===== src/rtl/ym_recorder_pkg.sv =====
// Shared YM2149 definitions for the frame recorder and player: register
// layout, write masks, command codes and recorder states.
package ym_recorder_pkg;

  localparam int YM_REGCOUNT    = 16;
  localparam int YM_FRAME_BYTES = 16;
  localparam int YM_SHADOW_REGS = 14;

  // Bits each YM2149 register actually implements, R13 first.
  localparam logic [YM_SHADOW_REGS-1:0][7:0] YM_REG_MASK = {
    8'h0F, 8'hFF, 8'hFF, 8'h1F, 8'h1F, 8'h1F, 8'hFF,
    8'h1F, 8'h0F, 8'hFF, 8'h0F, 8'hFF, 8'h0F, 8'hFF
  };

  localparam logic [7:0] CMD_PLAY  = 8'd1;
  localparam logic [7:0] CMD_START = 8'd1;
  localparam logic [7:0] CMD_STOP  = 8'd2;

  // R13 byte value meaning "envelope shape not rewritten this frame".
  localparam logic [7:0] YM_NO_ENV = 8'hFF;

  typedef enum logic [1:0] {
    ST_IDLE  = 2'd0,
    ST_ARMED = 2'd1,
    ST_DUMP  = 2'd2
  } rec_state_e;

  function automatic logic [7:0] ym_frame_byte(
    input logic [3:0]                     idx,
    input logic [YM_SHADOW_REGS-1:0][7:0] snap,
    input logic                           snap13
  );
    logic [7:0] b;
    b = 8'h00;
    if (idx < 4'd13)       b = snap[idx];
    else if (idx == 4'd13) b = snap13 ? snap[13] : YM_NO_ENV;
    return b;
  endfunction

endpackage


===== src/rtl/ym_recorder_shadow_regs.sv =====
// Masked shadow copy of the YM2149 registers seen on the snooped bus, plus the
// per-frame snapshot that the recorder dumps to RAM.
module ym_shadow_regs import ym_recorder_pkg::*; (
  input  logic                             clk,
  input  logic                             reset,
  input  logic                             ym_wr,
  input  logic [3:0]                       ym_addr,
  input  logic [7:0]                       ym_data,
  input  logic                             snap,
  output logic [YM_SHADOW_REGS-1:0][7:0]   snapshot,
  output logic                             snap13_flag
);

  logic [YM_SHADOW_REGS-1:0][7:0] r_shadow;
  logic [YM_SHADOW_REGS-1:0][7:0] r_snapshot;
  logic                           r_r13_flag;
  logic                           r_snap13;
  logic                           w_r13_wr;

  assign w_r13_wr = ym_wr && (ym_addr == 4'd13);

  // Addresses 14/15 are the I/O ports and never match a shadow slot.
  always_ff @(posedge clk or posedge reset) begin
    if (reset) begin
      r_shadow <= '0;
    end else if (ym_wr) begin
      for (int i = 0; i < YM_SHADOW_REGS; i++) begin
        if (ym_addr == 4'(i)) r_shadow[i] <= ym_data & YM_REG_MASK[i];
      end
    end
  end

  // A retrigger written in the snapshot cycle belongs to the next frame.
  always_ff @(posedge clk or posedge reset) begin
    if (reset)         r_r13_flag <= 1'b0;
    else if (w_r13_wr) r_r13_flag <= 1'b1;
    else if (snap)     r_r13_flag <= 1'b0;
  end

  always_ff @(posedge clk or posedge reset) begin
    if (reset) begin
      r_snapshot <= '0;
      r_snap13   <= 1'b0;
    end else if (snap) begin
      r_snapshot <= r_shadow;
      r_snap13   <= r_r13_flag;
    end
  end

  assign snapshot    = r_snapshot;
  assign snap13_flag = r_snap13;

endmodule


===== src/rtl/ym_recorder.sv =====
// YM2149 frame recorder: snoops register writes and stores one 16-byte
// snapshot per vblank into RAM at base + frame*16.
module ym_recorder import ym_recorder_pkg::*; #(
  parameter int RAM_WIDTH  = 17,
  parameter int MAX_FRAMES = 4096
) (
  input  logic                 clk,
  input  logic                 reset,
  input  logic                 vblank,
  input  logic [1:0]           addr,
  input  logic [7:0]           data_in,
  input  logic                 write,
  input  logic [3:0]           ym_addr,
  input  logic [7:0]           ym_data,
  input  logic                 ym_wr,
  output logic [RAM_WIDTH-1:0] ram_addr,
  output logic [7:0]           ram_data,
  output logic                 ram_we,
  output logic                 recording,
  output logic [15:0]          frame_count
);

  rec_state_e                     r_state, w_state_nxt;
  logic [7:0]                     r_cmd, r_base_h, r_base_m, r_base_l;
  logic                           r_vblank_last;
  logic                           r_stop_pend, w_stop_pend_nxt;
  logic [RAM_WIDTH-1:0]           r_wptr, w_wptr_nxt, w_base;
  logic [3:0]                     r_idx, w_idx_nxt;
  logic [15:0]                    r_frames, w_frames_nxt, w_frames_inc;
  logic                           w_cmd_ack, w_start, w_stop, w_edge, w_snap;
  logic                           w_snap13;
  logic [YM_SHADOW_REGS-1:0][7:0] w_snapshot;

  ym_shadow_regs u_shadow (
    .clk         (clk),
    .reset       (reset),
    .ym_wr       (ym_wr),
    .ym_addr     (ym_addr),
    .ym_data     (ym_data),
    .snap        (w_snap),
    .snapshot    (w_snapshot),
    .snap13_flag (w_snap13)
  );

  // Commands wait for a write-free cycle so a multi-byte setup is never split.
  assign w_cmd_ack    = !write && (r_cmd == CMD_START || r_cmd == CMD_STOP);
  assign w_start      = w_cmd_ack && (r_cmd == CMD_START);
  assign w_stop       = w_cmd_ack && (r_cmd == CMD_STOP);
  assign w_edge       = vblank && !r_vblank_last;
  assign w_base       = RAM_WIDTH'({r_base_h, r_base_m, r_base_l});
  assign w_frames_inc = r_frames + 16'd1;

  always_ff @(posedge clk or posedge reset) begin
    if (reset) begin
      r_cmd    <= '0;
      r_base_h <= '0;
      r_base_m <= '0;
      r_base_l <= '0;
    end else if (write) begin
      case (addr)
        2'd0:    r_cmd    <= data_in;
        2'd1:    r_base_h <= data_in;
        2'd2:    r_base_m <= data_in;
        default: r_base_l <= data_in;
      endcase
    end else if (w_cmd_ack) begin
      r_cmd <= '0;
    end
  end

  always_ff @(posedge clk or posedge reset) begin
    if (reset) begin
      r_state       <= ST_IDLE;
      r_vblank_last <= 1'b0;
      r_stop_pend   <= 1'b0;
      r_wptr        <= '0;
      r_idx         <= '0;
      r_frames      <= '0;
    end else begin
      r_state       <= w_state_nxt;
      r_vblank_last <= vblank;
      r_stop_pend   <= w_stop_pend_nxt;
      r_wptr        <= w_wptr_nxt;
      r_idx         <= w_idx_nxt;
      r_frames      <= w_frames_nxt;
    end
  end

  always_comb begin
    w_state_nxt     = r_state;
    w_stop_pend_nxt = r_stop_pend;
    w_wptr_nxt      = r_wptr;
    w_idx_nxt       = r_idx;
    w_frames_nxt    = r_frames;
    w_snap          = 1'b0;
    if (w_start) begin
      // Start from any state restarts the take; a dump in flight is abandoned.
      w_state_nxt     = ST_ARMED;
      w_stop_pend_nxt = 1'b0;
      w_wptr_nxt      = w_base;
      w_idx_nxt       = '0;
      w_frames_nxt    = '0;
    end else begin
      case (r_state)
        ST_ARMED: begin
          if (w_stop) begin
            w_state_nxt = ST_IDLE;
          end else if (w_edge) begin
            w_snap      = 1'b1;
            w_idx_nxt   = '0;
            w_state_nxt = ST_DUMP;
          end
        end
        ST_DUMP: begin
          if (w_stop) w_stop_pend_nxt = 1'b1;
          w_idx_nxt = r_idx + 4'd1;
          if (r_idx == 4'(YM_FRAME_BYTES - 1)) begin
            w_wptr_nxt   = r_wptr + RAM_WIDTH'(YM_FRAME_BYTES);
            w_frames_nxt = w_frames_inc;
            if (w_frames_inc == 16'(MAX_FRAMES) || w_stop || r_stop_pend) begin
              w_state_nxt     = ST_IDLE;
              w_stop_pend_nxt = 1'b0;
            end else begin
              w_state_nxt = ST_ARMED;
            end
          end
        end
        default: ;
      endcase
    end
  end

  // Decoded straight from state so an async reset drops the write strobe at once.
  assign ram_we      = (r_state == ST_DUMP);
  assign ram_addr    = ram_we ? r_wptr + RAM_WIDTH'(r_idx) : '0;
  assign ram_data    = ram_we ? ym_frame_byte(r_idx, w_snapshot, w_snap13) : 8'h00;
  assign recording   = (r_state != ST_IDLE);
  assign frame_count = r_frames;

endmodule

===== config.mk =====
export PLATFORM = sky130hd
export DESIGN_NAME = ym_recorder
export DESIGN_NICKNAME = d
export VERILOG_FILES = /design/src/rtl/ym_recorder_pkg.sv /design/src/rtl/ym_recorder_shadow_regs.sv /design/src/rtl/ym_recorder.sv
export SDC_FILE = /design/constraint.sdc
export NUM_CORES = 1
export LEC_CHECK = 0
export CAP_MARGIN = 20
export CORE_AREA = 10 10 224 141
export DETAILED_ROUTE_END_ITERATION = 7
export DIE_AREA = 0 0 234 151
export DONT_BUFFER_PORTS = 1
export HOLD_SLACK_MARGIN = 0.1
export SETUP_SLACK_MARGIN = 0.2
export SLEW_MARGIN = 30
export SYNTH_ARGS = -nofsm -noshare
export SYNTH_HDL_FRONTEND = slang
export SYNTH_SLANG_ARGS = --single-unit

===== constraint.sdc =====
create_clock -name clk -period 25.8 [get_ports clk]
set_input_delay 5.16 -clock clk [delete_from_list [all_inputs] [get_ports clk]]
set_output_delay 5.16 -clock clk [all_outputs]
set_load 0.005 [all_outputs]

==> impl_metrics.ini, run 1 <==
[layout]
fin_nets = 899
area_delta_synth_final_pct = 11.3
post-route-util = 0.440
drive_above_1_share = 0.296
final_common_cell = dfrtp_1
fillers = 2521
insertedDiodeCount = 0
final_cell_mix = dfrtp_1 (235), mux2_2 (176), nand2_1 (86), nor2_1 (60), o21ai_0 (32)

[cts]
postCtsHoldBufs = 0
cts_setup_buffers = 0
cts_tree = yes
cts_resized = 0
clock_path_buffers = 3
clkLatencyLatePin_ps = 530
clk_pin_slew_ps = 60
clock-root-buffer = clkbuf_16
htree_levels = 1
cts_sinks = 236
cts_buffers = 24

[detailed_routing]
wl_met2_um = 10500
drtAntennaViolNets = 0
met1_length_um = 13300
met3_length_um = 1250
first_iter_violations = 520
viasPerCell = 5.28
wirelength_um = 25600
dr.max_layer_used = met4
routedWlPerCell_um = 20.5
firstDrtPassIters = 5
drc = 0
dr_total_vias = 6585

[place]
gp_congestion = 0.905
hpwl_um = 17300
io_buffers = 0

[sta]
period_needed_ps = 8300
max_slew_margin = 0.442
worst_pin_slew_ps = 829
finalHoldViolCount = 0
finalMaxSlewViolations = 0
fin_skew_ps = 6.48
final.setup.tns_ps = 0
finalCritPeriodShare = 0.322
finalSetupViolCount = 0
rsz0062_at_grt = false
clock.fmax_mhz = 121

[setup_path]
path_max_fanout = 18
cp_num_buf_inv = 1
cpPeakStageDelay_ps = 640
path_cells = buf_4 > ha_1 > a21o_1 > a21o_1 > a21oi_1 > nor2b_1 > xnor2_1 > nor2_1
cpMaxStageDelayCell = dfrtp_1
worstSetupPathType = reg -> out
start_kind = register
cpLargestDelayFamily = compound AO/OA/AOI/OAI gates
critPathRequiredTime_ps = 20640
cp.arrival_ps = 3140
cp-end-kind = output port
cp_common_cell = a21o_1

[logic_synthesis]
syn-num-nets = 904
seq_area_frac_synth = 0.547
synthTopCellsByArea = dfrtp_1 (55%), mux2_2 (18%), mux4_2 (3.1%)
yosys.area.top_type = dfrtp_1
synth-seq-cells = 236
synth.avg_cell_area_um2 = 12.5
synth_cells = 867
synth.distinct_cells = 52
netlist.area_leader.share = 0.547
syn-cell-area_um2 = 10800
yosys_warnings = 0

[floorplanning]
core_area_um2 = 27300
start_util = 0.396
die-width_um = 234
dieArea_um2 = 35300
die_h_um = 151
rows = 47
ios = 70

[job]
max-cap-violations = 0

[hold_path]
hold_class = reg -> reg

[global_routing]
grt_pass1_vias = 6541
grt_max_degree = 105
grt_first_pass_wirelength_um = 40100
antenna_found_initial = 2
grt-ovfl-total = 0
globalRouteTotalUtil = 0.145

[power]
ir_worst_vdd_v = 0.0000529
p_leak_nw = 5.12
powerDensity_nw_per_um2 = 112

[status]
status = finished clean
## sequential cells by signal, summed over array words and instances, names as in the netlist, 2 cells and up
name / flops
r_base_m: 8
r_cmd: 8
r_idx: 4
u_shadow.snapshot: 84
frame_count: 16
r_state: 2
r_wptr: 17
r_base_l: 8
u_shadow.r_shadow: 84
## layout make-up
class | instances | area, um^2 | share of cell area
well taps | 367 | 459 | 0.0382
repair buffers | 11 | 130 | 0.0108
flip-flops and latches | 236 | 5910 | 0.492
multi-input cells | 578 | 4640 | 0.386
clock buffers | 30 | 653 | 0.0544
clock inverters | 13 | 175 | 0.0146
inverters | 11 | 48.8 | 0.00406
## report_power, final
part / total (mW) / switching [mW] / leakage, nW / internal [mW]
Clock: 0.365 / 0.153 / 0.387 / 0.212
Combinational: 0.368 / 0.179 / 1.79 / 0.189
Sequential: 0.615 / 0.119 / 2.94 / 0.496
Total: 1.35 / 0.451 / 5.12 / 0.897
## stage by stage
| step | instances | hold WS, ps | total power [mW] | cell area (um^2) | worst slack [ps] |
|---|---|---|---|---|---|
| 6_report | 1246 | 462 | 1.35 | 12000 | 17500 |
| 5_1_grt | 1246 | 500 | 1.43 | 12000 | 17330 |
| 4_1_cts | 1244 | 466 | 1.36 | 12000 | 17470 |
| 3_5_place_dp | 1201 | 457 | 0.989 | 11100 | 18060 |
| 3_3_place_gp | 1200 | 449 | 0.980 | 11100 | 17940 |
| 2_1_floorplan | 867 | 433 | 0.878 | 10800 | 14170 |
## layer usage
metal,vias to the layer above,GRT usage
li1,3053,-
met1,3388,0.227
met2,115,0.200
met3,29,0.0275
met4,0,0.0347
met5,-,0
## cells in the mapped netlist (all sizes together)
cell	number
dfrtp	236
mux2	185
nand2	86
nor2	65
o21ai	35
buf	26
xor2	26
xnor2	18
clkbuf	16
mux4	15
a21oi	14
nand3	14
inv	11
nand4	11
ha	9
or3	9
mux2i	8
nand2b	7
nor3	7
a211oi	6
a21o	6
nor2b	6
a22oi	5
a31oi	5
nand3b	5
and2	4
and3	4
nor3b	4
a221oi	3
a31o	3
nor4	3
o22ai	3
o31ai	2
or2	2
or4	2
a2111oi	1
a211o	1
a21boi	1
a41oi	1
and4	1
fa	1
## worst register-to-register path, stage by stage, from the launching register on
cell and delay, ps:
dfrtp_1 350, nand2b_1 170, nor3b_1 340, a21boi_4 660
buf_4 760, mux2_2 460
## kinds of logic (layout without fill, tap and decap cells)
group / after synthesis / in the layout / share of synthesized area
flip-flops: 236 / 236 / 0.547
AND/OR/NAND/NOR: 230 / 230 / 0.0993
multiplexers: 208 / 208 / 0.232
AO/OA/AOI/OAI: 86 / 86 / 0.0496
buffers and inverters: 53 / 65 / 0.0247
XOR/XNOR: 44 / 44 / 0.0357
adder cells (fa/ha/maj): 10 / 10 / 0.0123
## final timing paths
kind / depth (start not counted) / to / startpoint / slack [ps]
max: 8 / ram_addr[5] / r_idx[1]$_DFFE_PP0P_ / 17500
min: 2 / r_wptr[2]$_DFFE_PP0P_ / r_base_l[2]$_DFFE_PP0P_ / 460
max reg2reg: 5 / u_shadow.snapshot[11]$_DFFE_PP0P_ / r_vblank_last$_DFF_PP0_ / 22940
min reg2reg: 2 / r_wptr[2]$_DFFE_PP0P_ / r_base_l[2]$_DFFE_PP0P_ / 460
max in group asynchronous: 3 / u_shadow.r_shadow[92]$_DFFE_PP0P_ / reset / 20040
min in group asynchronous: 1 / u_shadow.snapshot[21]$_DFFE_PP0P_ / reset / 4600
Note: power is estimated with default switching activity, not from simulation.
==> inputs of run 2 (changes only) <==
==> constraint.sdc (replaced) <==
create_clock -name clk -period 7.1 [get_ports clk]
set_input_delay 1.42 -clock clk [delete_from_list [all_inputs] [get_ports clk]]
set_output_delay 1.42 -clock clk [all_outputs]
set_load 0.005 [all_outputs]
==> run 2 against run 1 <==
  * Count of clock-buffer cells in the layout rose by 3
  * Global-route usage rose by 0.077 points
  * Sequential power grew to 3.6 times the previous value
  * Worst setup slack lost 15000 ps
  * Non-clock buffer count fell by 3
  * Core utilization shrank 0.17 points
==> impl_metrics.ini, run 2 (synthesis gave the netlist of run 1 again) <==
[sta]
finalMaxSlewViolations = 0
worst_slack_ps = 2560
worst_pin_slew_ps = 787
period_needed_ps = 4540
final.setup.tns_ps = 0
max_slew_margin = 0.475
finalSetupViolCount = 0
finalHoldViolCount = 0
finalCritPeriodShare = 0.640
clock.fmax_mhz = 220
rsz0062_at_grt = false
fin_skew_ps = 14.4

[setup_path]
worstSetupPathType = reg -> out
rrSetupSlack_ps = 4270
worst_r2r_path_depth = 8
cp.arrival_ps = 3120
cp-end-kind = output port
path_max_fanout = 19
cpPeakStageDelay_ps = 670
reg2reg_from = r_idx[1]$_DFFE_PP0P_
cp_common_cell = a21o_1
cpMaxStageDelayCell = dfrtp_1
start_kind = register
critPathRequiredTime_ps = 5680
path_cells = buf_4 > ha_1 > a21o_1 > a21o_1 > a21oi_1 > nor4_1 > xnor2_1 > nor2_1
reg2reg_to = r_wptr[15]$_DFFE_PP0P_

[layout]
drive_above_1_share = 0.289
fin_nets = 896
stdcell_area_um2 = 12000
insertedDiodeCount = 0
final_common_cell = dfrtp_1
finalNonFillerCells = 1242
final_cell_mix = dfrtp_1 (235), mux2_2 (176), nand2_1 (86), nor2_1 (60), o21ai_0 (32)
area_delta_synth_final_pct = 10.9

[place]
gp_congestion = 0.899
post-place-ws_ps = 3060
hpwl_um = 17200
dpl_cell_area_um2 = 11100
io_buffers = 0
placed_cells = 1200

[power]
ir_worst_vdd_v = 0.000174
p_seq_frac = 0.454
switchingPower_mw = 1.61
p_leak_nw = 5.09
powerDensity_nw_per_um2 = 409
p_clk_frac = 0.271
p_total_mw = 4.90
p_int_mw = 3.29
sw_frac_of_total = 0.328
comb_power_share = 0.275

[cts]
clock_path_buffers = 3
htree_levels = 1
clk_pin_slew_ps = 60
clkLatencyLatePin_ps = 530
cts_sinks = 236
clock-root-buffer = clkbuf_16
cts_buffers = 24
cts_setup_buffers = 0
cts_resized = 0
postCtsHoldBufs = 0
cts_tree = yes

[detailed_routing]
drtAntennaViolNets = 0
drc = 0
viasPerCell = 5.31
firstDrtPassIters = 5
first_iter_violations = 506
wirelength_um = 25300
dr_total_vias = 6599
routedWlPerCell_um = 20.3

[global_routing]
grt-ovfl-total = 0
antenna_found_initial = 0
globalRouteTotalUtil = 0.146
grt_max_degree = 106
grt_pass1_vias = 6766
grt_first_pass_wirelength_um = 40700

[hold_path]
hp-start = r_base_l[1]$_DFFE_PP0P_
holdPathEnd = r_wptr[1]$_DFFE_PP0P_
hold_class = reg -> reg
hold_depth = 2

[floorplanning]
die-width_um = 234
start_util = 0.396
dieArea_um2 = 35300
core_area_um2 = 27300
die_h_um = 151
ios = 70
rows = 47

[status]
status = finished clean

[job]
max-cap-violations = 0
==> run 2: cell types whose count changed in the layout (fill, tap and decap cells not counted), sizes merged <==
| cell | change |
|---|---|
| bufinv | +1 |
| clkinv | -3 |
| clkbuf | +3 |
| clkinvlp | -1 |
| buf | -3 |
| inv | -1 |
==> run 2: worst max-delay path, delay by kind of cell, from the launching register on <==
kind | cells | cell delay [ps]
AND/OR/NAND/NOR | 2 | 280
AO/OA/AOI/OAI | 3 | 820
XOR/XNOR | 1 | 150
adder cells (fa/ha/maj) | 1 | 280
buffers and inverters | 1 | 380
flip-flops | 1 | 670
==> run 2: worst max-delay path by stage <==
stage                    startpoint                         end  slack, ps
2_1_floorplan                 reset  frame_count[0]$_DFFE_PP0P_       2590
3_3_place_gp   r_idx[1]$_DFFE_PP0P_                 ram_addr[7]       3130
3_5_place_dp   r_idx[1]$_DFFE_PP0P_                 ram_addr[9]       3060
4_1_cts        r_idx[1]$_DFFE_PP0P_                 ram_addr[9]       2470
5_1_grt        r_idx[1]$_DFFE_PP0P_                ram_addr[15]       2310
6_report       r_idx[1]$_DFFE_PP0P_                ram_addr[15]       2560
==> run 2: power by group through the flow <==
stage | registers (mW) | logic, mW | clock network, mW
5_1_grt | 2.30 | 1.51 | 1.42
6_report | 2.22 | 1.35 | 1.33
4_1_cts | 2.22 | 1.36 | 1.37
2_1_floorplan | 2.06 | 1.13 | 0
3_5_place_dp | 2.24 | 1.35 | 0
3_3_place_gp | 2.23 | 1.33 | 0
==> run 2: metal layers <==
layer,part of all wire,track usage
met1,0.52,0.223
met2,0.41,0.203
met3,0.055,0.0368
met4,0.014,0.0292
met5,0,0
==> run 2: through the flow <==
stage           util  hold WS, ps
6_report       0.439          469
5_1_grt        0.439          490
4_1_cts        0.438          468
3_5_place_dp   0.408          452
3_3_place_gp   0.408          446
2_1_floorplan      -          433
==> run 2: area by class of cell <==
type	count	area (um^2)
clock buffers	33	664
clock inverters	9	164
fillers	2583	15300
inverters	11	45.0
multi-input cells	578	4640
flip-flops and latches	236	5910
well taps	367	459
repair buffers	8	88.8
==> inputs of run 3 (changes only) <==
--- a/config.mk
+++ b/config.mk
@@ -5,6 +5,7 @@
 export SDC_FILE = /design/constraint.sdc
 export NUM_CORES = 1
 export LEC_CHECK = 0
+export ABC_AREA = 1
 export CAP_MARGIN = 20
 export CORE_AREA = 10 10 224 141
 export DETAILED_ROUTE_END_ITERATION = 7
==> constraint.sdc (replaced) <==
create_clock -name clk -period 4.7 [get_ports clk]
set_input_delay 0.94 -clock clk [delete_from_list [all_inputs] [get_ports clk]]
set_output_delay 0.94 -clock clk [all_outputs]
set_load 0.005 [all_outputs]
==> run 3 against run 2 <==
  * Count of clock-buffer cells in the layout shrank 2
  * Register-to-register slack got worse by 2700 ps
  * Synthesized cell count increased by 54%
  * Area after synthesis is 0.35% higher
  * Die area unchanged
  * Critical path depth fell by 2
  * Sequential power grew 40%
  * Worst setup slack worse by 1600 ps
  * Clock skew is 0.91 ps lower
  * Largest cell class unchanged
==> impl_metrics.ini, run 3 <==
[place]
dpl_cell_area_um2 = 11200
io_buffers = 0
gp_congestion = 0.930
hpwl_um = 20100
placed_cells = 1656

[detailed_routing]
drc = 0
drtAntennaViolNets = 0
viasPerCell = 5.15
routedWlPerCell_um = 17.4
dr_total_vias = 8726
wirelength_um = 29500
firstDrtPassIters = 6
first_iter_violations = 922

[floorplanning]
dieArea_um2 = 35300
core_area_um2 = 27300
die-width_um = 234
start_util = 0.397
die_h_um = 151
ios = 70
rows = 47

[power]
powerDensity_nw_per_um2 = 572
p_total_mw = 6.84
ir_worst_vdd_v = 0.000250
p_leak_nw = 5.75

[logic_synthesis]
synth_cells = 1336
synth.distinct_cells = 42
yosys-top-cells-count = nand2_1 (458), dfrtp_1 (236), o21ai_0 (191), inv_1 (111), nor2_1 (82)
yosys_warnings = 0
yosys.area.top_type = dfrtp_1
synthTopCellsByArea = dfrtp_1 (54%), nand2_1 (16%), o21ai_0 (8.8%)
synthFlopType = dfrtp_1
synth-seq-cells = 236
synth_edf_count = 0
synthMostInstantiatedCell = nand2_1
async_flop_share = 1.00
syn-cell-area_um2 = 10800
synth.avg_cell_area_um2 = 8.11
syn-num-nets = 1373
seq_area_frac_synth = 0.545
netlist.area_leader.share = 0.545

[sta]
clock.fmax_mhz = 268
finalHoldViolCount = 0
worst_pin_slew_ps = 847
period_needed_ps = 3740
final.setup.tns_ps = 0
fin_skew_ps = 13.4
finalMaxSlewViolations = 0
max_slew_margin = 0.436
finalCritPeriodShare = 0.795
rsz0062_at_grt = false
finalSetupViolCount = 0

[layout]
area_delta_synth_final_pct = 10.3
drive_above_1_share = 0.0414
fin_nets = 1352
stdcell_area_um2 = 12000
final_cell_mix = nand2_1 (458), dfrtp_1 (236), o21ai_0 (191), inv_1 (110), nor2_1 (82)
post-route-util = 0.438
insertedDiodeCount = 0
finalNonFillerCells = 1695
final_common_cell = nand2_1

[cts]
cts_resized = 0
cts_tree = yes
postCtsHoldBufs = 0
clock_path_buffers = 3
clk_pin_slew_ps = 60
cts_setup_buffers = 0
cts_sinks = 236
cts_buffers = 24
htree_levels = 1
clock-root-buffer = clkbuf_16
clkLatencyLatePin_ps = 540

[setup_path]
worstSetupPathType = reg -> out
cp.arrival_ps = 2800
critPathRequiredTime_ps = 3760
start_kind = register
cp-end-kind = output port
path_max_fanout = 17

[global_routing]
grt_max_degree = 151
antenna_found_initial = 0
grt-ovfl-total = 0
globalRouteTotalUtil = 0.167
grt_first_pass_wirelength_um = 46900
grt_pass1_vias = 7995

[hold_path]
hold_class = in -> async

[status]
status = finished clean

[job]
max-cap-violations = 0
run 3: cell types whose count changed in the layout (fill, tap and decap cells not counted), moves of 14 or more:
cell      before  now
nand2_1       86  458
mux2_2       176    0
o21ai_0       32  191
inv_1         10  110
nand3_1       14   66
nor2_1        60   82
a21oi_1       13   30
xor2_1        26    9
mux4_2        15    0
xnor2_1       18    3
o211ai_1       0   14
run 3: cell families after synthesis:
group,synth area share
xor+xnor,0.00970
fa+ha+maj,0.0122
compound gates,0.132
buf+inv,0.0622
simple gates,0.239
flops,0.545
run 3: worst max-delay path: stages, from the launching register on:
cell	delay [ps]
dfrtp_1	700
inv_1	340
nor3_1	440
inv_1	210
nor2_1	210
o21ai_0	110
a21oi_1	240
run 3: where the power goes:
part	leakage, nW	total (mW)	switching [mW]	internal [mW]
combinational	2.35	1.77	1.16	0.612
sequential	3.03	3.11	0.487	2.62
clock	0.380	1.96	0.812	1.15
run 3: final timing paths:
kind | start | to | cells after the start | slack, ps
min | reset | u_shadow.r_shadow[84]$_DFFE_PP0P_ | 1 | 200
max | r_idx[2]$_DFFE_PP0P_ | ram_data[2] | 6 | 960
max in group asynchronous | reset | u_shadow.r_shadow[95]$_DFFE_PP0P_ | 2 | 3400
min in group clk | vblank | r_vblank_last$_DFF_PP0_ | 0 | 440
max reg2reg | r_idx[0]$_DFFE_PP0P_ | r_wptr[11]$_DFFE_PP0P_ | 8 | 1520
min reg2reg | u_shadow.r_shadow[20]$_DFFE_PP0P_ | u_shadow.snapshot[20]$_DFFE_PP0P_ | 2 | 470
run 3: per-layer routing:
layer,vias to the layer above,share of wire,global-route usage
met5,-,0,0
met4,0,0.017,0.0324
met3,35,0.067,0.0368
met2,213,0.40,0.225
met1,4195,0.51,0.265
li1,4283,-,-
run 3: area by class of cell:
type	instances	area (um^2)
fill	2738	15300
sequential	236	5910
clock buffer	31	657
multi-input combinational	930	4260
tap	367	459
inverter	113	428
timing repair buffer	10	104
clock inverter	8	139
run 3: stage by stage:
step	setup WS [ps]	hold WS, ps
2_1_floorplan	668	442
3_3_place_gp	1570	448
3_5_place_dp	1550	452
4_1_cts	969	200
5_1_grt	662	193
6_report	965	205
